===== config.mk =====
export PLATFORM = sky130hd
export DESIGN_NAME = led_blink_driver
export DESIGN_NICKNAME = d
export VERILOG_FILES = /design/src/rtl/led_blink_driver.sv
export SDC_FILE = /design/constraint.sdc
export NUM_CORES = 1
export LEC_CHECK = 0
export ABC_AREA = 1
export CORE_MARGIN = 4
export CORE_UTILIZATION = 33
export CTS_BUF_LIST = sky130_fd_sc_hd__clkbuf_4 sky130_fd_sc_hd__clkbuf_8
export CTS_CLUSTER_SIZE = 40
export DETAILED_ROUTE_END_ITERATION = 12
export PLACE_DENSITY = 0.58
export SLEW_MARGIN = 20
export SYNTH_ARGS = -nofsm -noshare
export SYNTH_HDL_FRONTEND = slang
export SYNTH_SLANG_ARGS = --single-unit
export TNS_END_PERCENT = 5

===== constraint.sdc =====
create_clock -name clk -period 2 [get_ports clk]
set_input_delay 0.2 -clock clk [delete_from_list [all_inputs] [get_ports clk]]
set_output_delay 0.2 -clock clk [all_outputs]
set_load 0.1 [all_outputs]

===== src/rtl/led_blink_driver.sv =====
// led_blink_driver: plays timed LED blink sequences from trigger pulses, with one buffered follow-up request.
module led_blink_driver #(
    parameter int ON_CYCLES  = 6000000,
    parameter int OFF_CYCLES = 6000000,
    parameter int CNT_W      = 4,
    parameter bit ACTIVE_LOW = 0
) (
    input  logic             clk,
    input  logic             reset,
    input  logic             trigger,
    input  logic [CNT_W-1:0] blinks,
    output logic             led,
    output logic             busy,
    output logic             done,
    output logic             dropped
);
    localparam int MAXC = ON_CYCLES > OFF_CYCLES ? ON_CYCLES : OFF_CYCLES;
    localparam int TW   = $clog2(MAXC) < 1 ? 1 : $clog2(MAXC);
    typedef enum logic [1:0] {IDLE, ON, OFF} state_t;
    state_t           state, state_n;
    logic [TW-1:0]    tmr, tmr_n;
    logic [CNT_W-1:0] rem, rem_n, pend, pend_n;
    logic             pend_v, pend_v_n, done_n, dropped_n, req, fin;
    assign req = trigger && blinks != '0;
    assign fin = state == OFF && tmr == '0 && rem == CNT_W'(1);
    always_comb begin
        state_n   = state;
        tmr_n     = tmr;
        rem_n     = rem;
        pend_n    = pend;
        pend_v_n  = pend_v;
        done_n    = 1'b0;
        dropped_n = 1'b0;
        case (state)
            IDLE: if (req) begin
                state_n = ON;
                tmr_n   = TW'(ON_CYCLES - 1);
                rem_n   = blinks;
            end
            ON: if (tmr == '0) begin
                state_n = OFF;
                tmr_n   = TW'(OFF_CYCLES - 1);
            end else tmr_n = tmr - 1'b1;
            OFF: if (tmr != '0) tmr_n = tmr - 1'b1;
            else if (!fin) begin
                state_n = ON;
                tmr_n   = TW'(ON_CYCLES - 1);
                rem_n   = rem - 1'b1;
            end else begin
                // finishing edge: chain straight into the buffered or just-arrived request
                done_n  = 1'b1;
                state_n = pend_v || req ? ON : IDLE;
                tmr_n   = TW'(ON_CYCLES - 1);
                rem_n   = pend_v ? pend : blinks;
                pend_v_n = 1'b0;
            end
            default: state_n = IDLE;
        endcase
        if (state != IDLE && req) begin
            if (pend_v) dropped_n = 1'b1;
            else if (!fin) begin
                pend_n   = blinks;
                pend_v_n = 1'b1;
            end
        end
    end
    always_ff @(posedge clk) begin
        if (reset) begin
            state   <= IDLE;
            tmr     <= '0;
            rem     <= '0;
            pend    <= '0;
            pend_v  <= 1'b0;
            led     <= ACTIVE_LOW;
            busy    <= 1'b0;
            done    <= 1'b0;
            dropped <= 1'b0;
        end else begin
            state   <= state_n;
            tmr     <= tmr_n;
            rem     <= rem_n;
            pend    <= pend_n;
            pend_v  <= pend_v_n;
            led     <= (state_n == ON) ^ ACTIVE_LOW;
            busy    <= state_n != IDLE;
            done    <= done_n;
            dropped <= dropped_n;
        end
    end
endmodule

* Word level (Yosys, flattened, before mapping) *
Index checks and enable logic that the tools add are counted.

word-level totals
  register bits = 38
  output and inout bits = 4
  bits of input ports = 7
  word-level logic and storage cells = 62

operators by class
  equal/unequal tests = 6
  reduce and logical (&&, ||, !) cells = 18
  bitwise operators = 4
  $add $sub $neg = 2
  muxes and demuxes = 23

operator list
  operator                                                               count
  23-bit two-way mux                                                     3
  23-bit one-hot mux with 3 select lines                                 1
  23-bit zero test                                                       1
  23-bit nonzero test                                                    1
  23-bit by 1-bit subtractor with 23-bit output, second input constant   1
  4-bit two-way mux                                                      4
  1-bit two-way mux                                                      10
  4-bit one-hot mux with 2 select lines                                  1
  2-bit two-way mux                                                      3
  2-bit one-hot mux with 3 select lines                                  1
  3-bit AND reduction                                                    2
  2-bit nonzero test                                                     3
  2-bit by 1-bit equality test with 1-bit output, second input constant  2
  4-bit by 1-bit equality test with 1-bit output, second input constant  1
  1-bit logical AND                                                      4
  2-bit inequality test, second input constant                           2
  1-bit NOT                                                              4
  4-bit nonzero test                                                     1
  4-bit by 1-bit subtractor with 4-bit output, second input constant     1
  3-bit nonzero test                                                     1
  3-bit OR reduction                                                     1
  2-bit equality test, second input constant                             1
  2-bit zero test                                                        1
  2-bit AND reduction                                                    1
  2 further kinds                                                        2

* Depth between registers and ports, before layout *
Gate-level depths: netlist (run 1).

  word-level depth = 9
  gate-level depth with buffers = 11
  depth with buffers taken out = 11

* Worst setup path before layout (run 1) *
Ideal clock, no wire load.

  path type = reg-to-reg
  from = register tmr[0]
  to = register busy
  setup slack = 0.488 ns
  period minus slack after synthesis = 1.512 ns
  arrival time = 1.384 ns
  path buffers = 0
  data required time = 1.872 ns
  library setup time = 0.128 ns
  stages on the path, launching flop included = 12
  cell sequence = dfxtp_1 > inv_1 > ha_1 > nand2_2 > nor2_8 > nand3_4 > nand2_2 > nand2_1 > o21ai_1 > nand2_1 > nand2_1 > o21ai_1

on the way
  word-level cells in the longest chain between the ends = 7
  elaborated cells between the ends (all ways) = 9
  classes of those cells = 4 x mux; 5 x reduce/logical

ends and longest elaborated chain
  element                                  RTL line  RTL
  start: declaration                       21        logic [TW-1:0] tmr, tmr_n;
  start signal: assignment                 80        tmr <= tmr_n;
  23-bit zero test                         25, 40
  1-bit logical AND (2 in series)          25        assign fin = state == OFF && tmr == '0 && rem == CNT_W'(1);
  1-bit two-way mux                        45        else if (!fin) begin
  2-bit two-way mux                        44        OFF: if (tmr != '0) tmr_n = tmr - 1'b1;
  2-bit one-hot mux with 3 select lines *  34        case (state)
  2-bit nonzero test *                     85        busy <= state_n != IDLE;
  end signal: assignment                   75        busy <= 1'b0;
  end signal: assignment                   85
  end: declaration                         13        output logic busy,

Every way passes the cells marked *; elsewhere a longest branch is shown, timed or not.
A chain may end at the register's enable or synchronous reset.

* Worst setup path in the final report (run 1) *
  from = register tmr[0]
  to = register pend[3]

on the way
  word-level cells in the longest chain between the ends = 5

ends and longest elaborated chain
  element                               RTL line  RTL
  23-bit zero test                      25
  1-bit logical AND (2 in series)       25
  1-bit NOT (no source line)            n/a
  3-bit AND reduction (no source line)  n/a
  end signal: assignment                82        pend <= pend_n;
  end: declaration                      22        logic [CNT_W-1:0] rem, rem_n, pend, pend_n;

Every way passes these cells.

==> flow_metrics.py, run 1 <==
metrics = {
    "worst_hold_path": {
        "hold_path.class": "in2reg",
        "hp-start": "blinks[3]",
        "holdPathStages": 3,
        "min_to": "pend[3]",
    },
    "floorplan": {
        "rows": 31,
        "die_w_um": 94.3,
        "pin_count": 11,
        "initial_core_util": 0.339,
        "die_area_um2": 8890,
        "fp.dieH_um": 94.3,
        "coreArea_um2": 7250,
    },
    "synthesis": {
        "synth_cell_types": 31,
        "synth_seq_cells": 38,
        "synth_area_um2": 2460,
        "synth-async-reset-ratio": 0,
        "synth_flop_cell": "dfxtp_1",
        "syn_inst": 367,
        "ys_warn_count": 0,
        "syn_nets": 382,
        "synth_top_cell_area_share": 0.310,
        "ys_seq_area_frac": 0.310,
        "yosysMostFrequentCell": "nand2_1",
        "synth-edff-count": 0,
        "synth_top_cell_by_area": "dfxtp_1",
        "synth_area_leaders": "dfxtp_1, nand2_1, nor2_1",
        "avgSynthCellArea_um2": 6.69,
        "synth_common_cells": "nand2_1, nor2_1, inv_1",
    },
    "routing": {
        "routed_wl_um": 5570,
        "antenna_left": 0,
        "vias_per_cell": 4.60,
        "avgRoutedWirePerCell_um": 11.5,
        "drt-initial-drc-count": 129,
        "drc": 0,
        "vias": 2224,
        "drtPass1Iterations": 4,
    },
    "cts": {
        "cts_sinks": 38,
        "cts_tree": "built",
        "clockBufferDepth": 2,
        "cts_setup_buffers": 0,
        "cts_made_buffers": 5,
        "hold_buffers": 0,
        "path_clk_slew_ns": 0.08,
        "htreeDepth": 2,
        "cts_resized": 0,
        "clkLatencyLatePin_ns": 0.30,
        "cts-root-buf": "clkbuf_8",
    },
    "timing": {
        "fmax_mhz": 592,
        "worst_slack_ns": 0.311,
        "worst_hold_slack_ns": 0.500,
        "fin_crit_sh": 0.844,
        "slew_viol_final": 0,
        "slew_headroom": 0.815,
        "rsz0062_at_grt": "false",
        "fin_crit_ns": 1.69,
        "setup_tns_ns": 0,
        "final-setup-viol-count": 0,
        "worst_pin_slew_ns": 0.278,
        "clock_skew_ns": 0.00423,
        "hold_violations": 0,
    },
    "setup_path": {
        "r2r_setup_slack_ns": 0.31,
        "critPathArrivalTime_ns": 1.89,
        "worst_path_largest_cell_delay_ns": 0.31,
        "crit_type": "reg2reg",
        "worstRegToRegCells": 11,
        "timing.rr.end": "pend[3]",
        "timing.rr.start": "tmr[0]",
        "critPathSlowestCell": "dfxtp_1",
        "worstPathMaxFanout": 8,
        "crit_required_ns": 2.20,
        "path_cells": "inv_1 -> ha_1 -> nand2_2 -> nor2_8 -> nand2_4 -> nor2_8 -> nand3_4 -> nand3_4 -> nand2_1 -> nand2_1 -> nor2_1",
        "startpoint_type": "flip-flop",
        "end_kind": "flip-flop",
    },
    "global_routing": {
        "antenna_found_initial": 0,
        "grt_pass1_vias": 2117,
        "grt_usage": 0.139,
        "grt_overflow": 0,
        "grt_pass1_wl_um": 9870,
        "grt_max_degree": 19,
    },
    "place": {
        "place_congestion": 0.866,
        "io_buffers": 10,
        "dpl-instance-area_um2": 2720,
        "placedCellCount": 476,
        "pre_cts_ws_ns": 0.182,
        "dp_hpwl_um": 4230,
    },
    "finish": {
        "fin_nets": 399,
        "fillers": 790,
        "fin_cells": 484,
        "multi_input_area_um2": 1460,
        "seq_area_um2": 761,
        "drive_above_1_share": 0.153,
        "area_delta_synth_final_pct": 16.6,
        "n_antenna_cell": 0,
        "final_area_um2": 2860,
    },
    "pwr": {
        "max-vdd-ir-drop_uv": 330,
        "p_leak_nw": 1.31,
        "cellPowerDensity_nw_per_um2": 796,
    },
    "flow_run": {
        "maxCapViolations": 0,
    },
    "run_status": {
        "status": "completed",
    },
}
-- state kept, by name, indices dropped and copies added, names as in the netlist --
register / flops
tmr: 23
pend: 4
rem: 4
state: 2
busy: 1
done: 1
dropped: 1
led: 1
pend_v: 1
-- cells in the final DEF (no fill, tap or decap), types with 2 or more instances in the layout --
cell	synthesis	routed
nand4_1	3	3
xnor2_1	5	5
clkdlybuf4s50_1	0	6
nand2_4	2	2
nor2_2	9	9
nor3_1	4	4
nand3_4	3	3
ha_1	8	8
inv_1	46	46
dfxtp_1	38	38
o21ai_0	16	16
o21ai_1	18	18
buf_4	1	11
a21oi_1	23	23
buf_12	0	2
nand2_1	69	69
nor2_1	58	58
inv_2	5	5
nand2_2	7	7
nor3_2	2	2
nand3_1	24	24
bufinv_16	0	2
nor2_4	4	4
nor2_8	2	2
xor2_1	5	5
clkbuf_8	0	6
-- metrics by stage --
step / util / total power [W]
after floorplan: - / 0.00133
after global placement: 0.375 / 0.00146
after detailed placement: 0.375 / 0.00147
after CTS: 0.395 / 0.00231
after global routing: 0.395 / 0.00242
final: 0.395 / 0.00228
-- power by group --
part           total [W]  switching (W)  internal [W]  leakage [nW]
registers       0.000881      0.0000613      0.000820         0.314
clock network   0.000829       0.000297      0.000532        0.0714
logic           0.000569       0.000371      0.000198         0.923
-- kinds of logic (layout without fill, tap and decap cells) --
logic type / count (synthesis) / after routing / synth area share
XOR/XNOR: 10 / 10 / 0.0357
AO/OA/AOI/OAI: 61 / 61 / 0.132
buffers and inverters: 60 / 78 / 0.0948
adder cells (fa/ha/maj): 8 / 8 / 0.0408
flip-flops: 38 / 38 / 0.310
AND/OR/NAND/NOR: 190 / 190 / 0.387
-- worst max path at each step --
stage                         start      end  slack, ns  depth (start not counted)
after CTS                    tmr[0]  pend[3]       0.29                         11
final                        tmr[0]  pend[3]       0.31                         11
after global routing         tmr[0]     busy       0.14                         11
after floorplan              tmr[0]     busy       0.49                         11
after global placement    blinks[0]  tmr[15]       0.21                         10
after detailed placement  blinks[0]  tmr[17]       0.18                         10
-- layer usage --
| layer | global-route usage | share of wire |
|---|---|---|
| met2 | 0.233 | 0.48 |
| met1 | 0.180 | 0.49 |
| met3 | 0.0264 | 0.030 |
| met5 | 0 | 0 |
| met4 | 0.0397 | 0.0079 |
-- worst max-delay path, delay by kind of cell, from the launching register on --
kind	cells	cell delay (ns)
fa+ha+maj	1	0.22
simple gates	9	0.95
buf+inv	1	0.10
flops	1	0.31
-- area by class of cell --
type | instances | area share
clock buffer | 6 | 0.0288
inverter | 51 | 0.0668
sequential | 38 | 0.266
timing repair buffer | 19 | 0.0638
clock inverter | 2 | 0.0210
multi-input combinational | 269 | 0.511
tap | 99 | 0.0433
No activity file was read; power rests on OpenSTA's default activity.
==> run 2: changes to the inputs <==
Settings changed: PLACE_DENSITY 0.58 to 0.59.
Clock period 2 ns to 1.5 ns, I/O delays scaled along.
==> flow_metrics.py, run 2 (synthesized netlist as in run 1, its figures left out) <==
metrics = {
    "setup_path": {
        "crit_type": "reg2reg",
        "startpoint_type": "flip-flop",
        "worstPathMaxFanout": 5,
        "critPathArrivalTime_ns": 1.72,
        "crit_required_ns": 1.69,
        "end_kind": "flip-flop",
        "r2r_setup_slack_ns": -0.03,
    },
    "finish": {
        "drive_above_1_share": 0.300,
        "reg_top3": "tmr: 23 flops, pend: 4 flops, rem: 4 flops",
        "mostFrequentLayoutCell": "nand2_1",
        "multi_input_area_um2": 1570,
        "largest_register": "tmr",
        "final_cell_mix": "nand2_1, buf_4, nor2_1, inv_1, dfxtp_1",
        "fin_cells": 525,
        "n_antenna_cell": 0,
        "fillers": 763,
        "area_delta_synth_final_pct": 34.7,
        "final_area_um2": 3310,
        "largest_reg_flops": 23,
        "seq_area_um2": 767,
        "fin_nets": 442,
    },
    "timing": {
        "fin_crit_sh": 1.02,
        "worst_pin_slew_ns": 0.389,
        "fin_crit_ns": 1.53,
        "hold_violations": 0,
        "worst_slack_ns": -0.0317,
        "rsz0062_at_grt": "true",
        "fmax_mhz": 653,
        "slew_headroom": 0.739,
        "slew_viol_final": 0,
        "clock_skew_ns": 0.00755,
        "final-setup-viol-count": 1,
    },
    "global_routing": {
        "grt_usage": 0.150,
        "grt_pass1_vias": 2409,
        "antenna_found_initial": 0,
        "grt_overflow": 0,
        "grt_max_degree": 17,
        "grt_pass1_wl_um": 10600,
    },
    "worst_hold_path": {
        "hold_path.class": "in2reg",
    },
    "cts": {
        "cts-root-buf": "clkbuf_8",
        "htreeDepth": 2,
        "clockBufferDepth": 2,
        "hold_buffers": 0,
        "cts_made_buffers": 5,
        "path_clk_slew_ns": 0.08,
        "cts_tree": "built",
        "cts_sinks": 38,
        "clkLatencyLatePin_ns": 0.30,
    },
    "routing": {
        "routed_wl_um": 6110,
        "drtPass1Iterations": 4,
        "drc": 0,
        "vias": 2406,
        "avgRoutedWirePerCell_um": 11.6,
        "antenna_left": 0,
        "drt-initial-drc-count": 113,
        "vias_per_cell": 4.58,
    },
    "flow_run": {
        "maxCapViolations": 0,
    },
    "floorplan": {
        "pin_count": 11,
        "fp.dieH_um": 94.3,
        "initial_core_util": 0.339,
        "die_area_um2": 8890,
        "coreArea_um2": 7250,
        "rows": 31,
        "die_w_um": 94.3,
    },
    "place": {
        "pre_cts_ws_ns": -0.175,
        "dp_hpwl_um": 4620,
        "dpl-instance-area_um2": 3100,
        "placedCellCount": 518,
        "io_buffers": 10,
        "place_congestion": 0.815,
    },
    "run_status": {
        "status": "finished with violations",
        "violations": "negative setup slack",
    },
    "pwr": {
        "cellPowerDensity_nw_per_um2": 878,
        "max-vdd-ir-drop_uv": 547,
        "p_leak_nw": 1.53,
    },
}
[run 2: layer usage]
layer,GRT usage,share of wire
met1,0.179,0.46
met4,0.0469,0.016
met5,0,0
met3,0.0264,0.028
met2,0.270,0.50
[run 2: where the power goes]
| group | internal, W | switching (W) |
|---|---|---|
| clock | 0.000355 | 0.000368 |
| sequential | 0.00110 | 0.0000719 |
| combinational | 0.000426 | 0.000588 |
| total | 0.00188 | 0.00103 |
[run 2: worst paths after layout]
path | startpoint | to | depth (start not counted)
max reg2reg | tmr[4] | busy | 10
min reg2reg | pend[0] | pend[0] | 4
max | tmr[4] | busy | 10
min | blinks[3] | pend[3] | 3
[run 2: cell type report]
type	count	area share
inverters	51	0.0586
repair buffers	62	0.172
well taps	99	0.0374
multi-input cells	269	0.476
flip-flops and latches	38	0.232
clock buffers	6	0.0250
[run 2: repair_timing]
action                                  in CTS  in global routing
gates resized for setup                     13                 24
endpoints found under the setup margin      26                 37
pin swaps                                    4                  7
setup buffers                                1                  0
[run 2: metrics by stage]
stage / util / power (W) / hold WS [ns] / TNS [ns]
global placement: 0.428 / 0.00211 / 0.494 / -3.39
detailed placement: 0.428 / 0.00213 / 0.497 / -4.46
floorplan: - / 0.00177 / 0.285 / 0
CTS: 0.446 / 0.00289 / 0.471 / -0.0537
global route: 0.456 / 0.00310 / 0.491 / -1.52
finish: 0.456 / 0.00291 / 0.469 / -0.0317
[run 2: worst max-delay path, stage by stage (launching register included)]
cell	delay [ns]
dfxtp_1	0.32
nor2_2	0.16
nand2_2	0.12
nor2_8	0.17
nand3_4	0.14
nand2_2	0.11
nand2_1	0.06
o21ai_1	0.09
nand2_1	0.10
nand2_2	0.09
o21ai_1	0.07
==> run 3: changes to the inputs <==
Settings changed: CORE_MARGIN 4 to 3, DONT_BUFFER_PORTS set to 1, PLACE_DENSITY 0.59 to 0.57, REMOVE_ABC_BUFFERS set to 1.
==> flow_metrics.py, run 3 (synthesized netlist as in run 1, its figures left out) <==
metrics = {
    "finish": {
        "fin_cells": 514,
        "n_antenna_cell": 0,
        "drive_above_1_share": 0.268,
        "largest_reg_flops": 23,
        "final_cell_mix": "nand2_1, nor2_1, buf_4, inv_1, dfxtp_1",
        "area_delta_synth_final_pct": 27.5,
        "final_area_um2": 3130,
        "mostFrequentLayoutCell": "nand2_1",
        "reg_top3": "tmr: 23 flops, pend: 4 flops, rem: 4 flops",
        "largest_register": "tmr",
        "fin_nets": 432,
    },
    "pwr": {
        "p_leak_nw": 1.46,
        "cellPowerDensity_nw_per_um2": 922,
        "max-vdd-ir-drop_uv": 449,
    },
    "setup_path": {
        "crit_type": "reg2reg",
        "startpoint_type": "flip-flop",
        "path_cells": "inv_2 -> ha_4 -> nand2_4 -> nor2_8 -> nand2_4 -> nor2_8 -> nand3_4 -> nand3_4 -> nand2_1 -> nand2_1 -> nor2_1",
        "worstPathMaxFanout": 8,
        "crit_required_ns": 1.69,
        "r2r_setup_slack_ns": 0.005,
        "critical_path_buf_inv_count": 1,
        "critPathArrivalTime_ns": 1.69,
        "critPathSlowestCell": "dfxtp_2",
        "cp_top_family": "simple AND/OR/NAND/NOR gates",
        "worst_path_largest_cell_delay_ns": 0.33,
        "end_kind": "flip-flop",
    },
    "place": {
        "place_congestion": 0.853,
        "placedCellCount": 501,
        "dpl-instance-area_um2": 2910,
        "pre_cts_ws_ns": -0.0493,
        "dp_hpwl_um": 4460,
        "io_buffers": 0,
    },
    "timing": {
        "clock_skew_ns": 0.00840,
        "worst_hold_slack_ns": 0.0345,
        "worst_pin_slew_ns": 0.349,
        "slew_headroom": 0.766,
        "hold_violations": 0,
        "rsz0062_at_grt": "true",
        "fin_crit_ns": 1.49,
        "final-setup-viol-count": 0,
        "slew_viol_final": 0,
        "fin_crit_sh": 0.997,
        "worst_slack_ns": 0.00516,
        "fmax_mhz": 669,
    },
    "cts": {
        "cts_sinks": 38,
        "cts_made_buffers": 5,
        "clockBufferDepth": 2,
        "path_clk_slew_ns": 0.08,
        "cts_tree": "built",
        "htreeDepth": 2,
        "clkLatencyLatePin_ns": 0.30,
        "cts-root-buf": "clkbuf_8",
    },
    "worst_hold_path": {
        "hold_path.class": "in2reg",
    },
    "global_routing": {
        "grt_pass1_vias": 2260,
        "grt_usage": 0.145,
        "grt_max_degree": 24,
        "grt_overflow": 0,
        "antenna_found_initial": 0,
        "grt_pass1_wl_um": 10100,
    },
    "routing": {
        "drc": 0,
        "antenna_left": 0,
        "vias": 2395,
        "avgRoutedWirePerCell_um": 11.6,
        "vias_per_cell": 4.66,
        "drt-initial-drc-count": 98,
        "drtPass1Iterations": 4,
        "routed_wl_um": 5960,
    },
    "floorplan": {
        "rows": 30,
        "die_w_um": 92.3,
        "die_area_um2": 8510,
        "fp.dieH_um": 92.3,
        "initial_core_util": 0.350,
        "coreArea_um2": 7020,
        "pin_count": 11,
    },
    "run_status": {
        "status": "completed",
    },
    "flow_run": {
        "maxCapViolations": 0,
    },
}
[run 3: power by group]
group	switching (W)	internal, W
clock network	0.000392	0.000390
logic	0.000562	0.000380
registers	0.0000685	0.00110
[run 3: worst register-to-register path: cells and delay by family, from the launching register on]
kind	cells	cell delay, ns
buf+inv	1	0.07
simple gates	9	0.83
fa+ha+maj	1	0.16
flops	1	0.33
[run 3: routing by layer]
layer / global-route usage / up-vias / wire, um
met5: 0 / - / 0
met4: 0.0334 / 0 / 30
met3: 0.0246 / 3 / 240
met2: 0.251 / 43 / 2870
met1: 0.189 / 1091 / 2820
li1: - / 1258 / -
[run 3: area by class of cell]
| class | instances | area (um^2) |
|---|---|---|
| Multi-Input combinational cell | 269 | 1530 |
| Timing Repair Buffer | 52 | 425 |
| Fill cell | 767 | 3890 |
| Clock inverter | 1 | 5.00 |
| Sequential cell | 38 | 763 |
| Clock buffer | 7 | 90.1 |
| Inverter | 51 | 194 |
| Tap cell | 96 | 120 |
[run 3: worst paths after layout]
| kind | cells past startpoint | to | startpoint |
|---|---|---|---|
| min | 2 | pend[1] | blinks[1] |
| max | 11 | pend[1] | tmr[1] |
| min reg2reg | 2 | tmr[21] | tmr[21] |
| max reg2reg | 11 | pend[1] | tmr[1] |
[run 3: what timing repair did]
item,4_1_cts,5_1_grt
endpoints found under the setup margin,22,36
hold endpoints to repair,11,0
hold buffers,4,0
resized for setup,10,15
buffers inserted,1,0
pin swaps,3,4
[run 3: metrics by stage]
stage / TNS [ns] / util / power, W
after floorplan: -4.95 / - / 0.00176
after detailed placement: -0.380 / 0.415 / 0.00205
after global placement: -0.136 / 0.415 / 0.00204
after CTS: 0 / 0.440 / 0.00288
final: 0 / 0.446 / 0.00289
after global routing: -1.26 / 0.446 / 0.00306
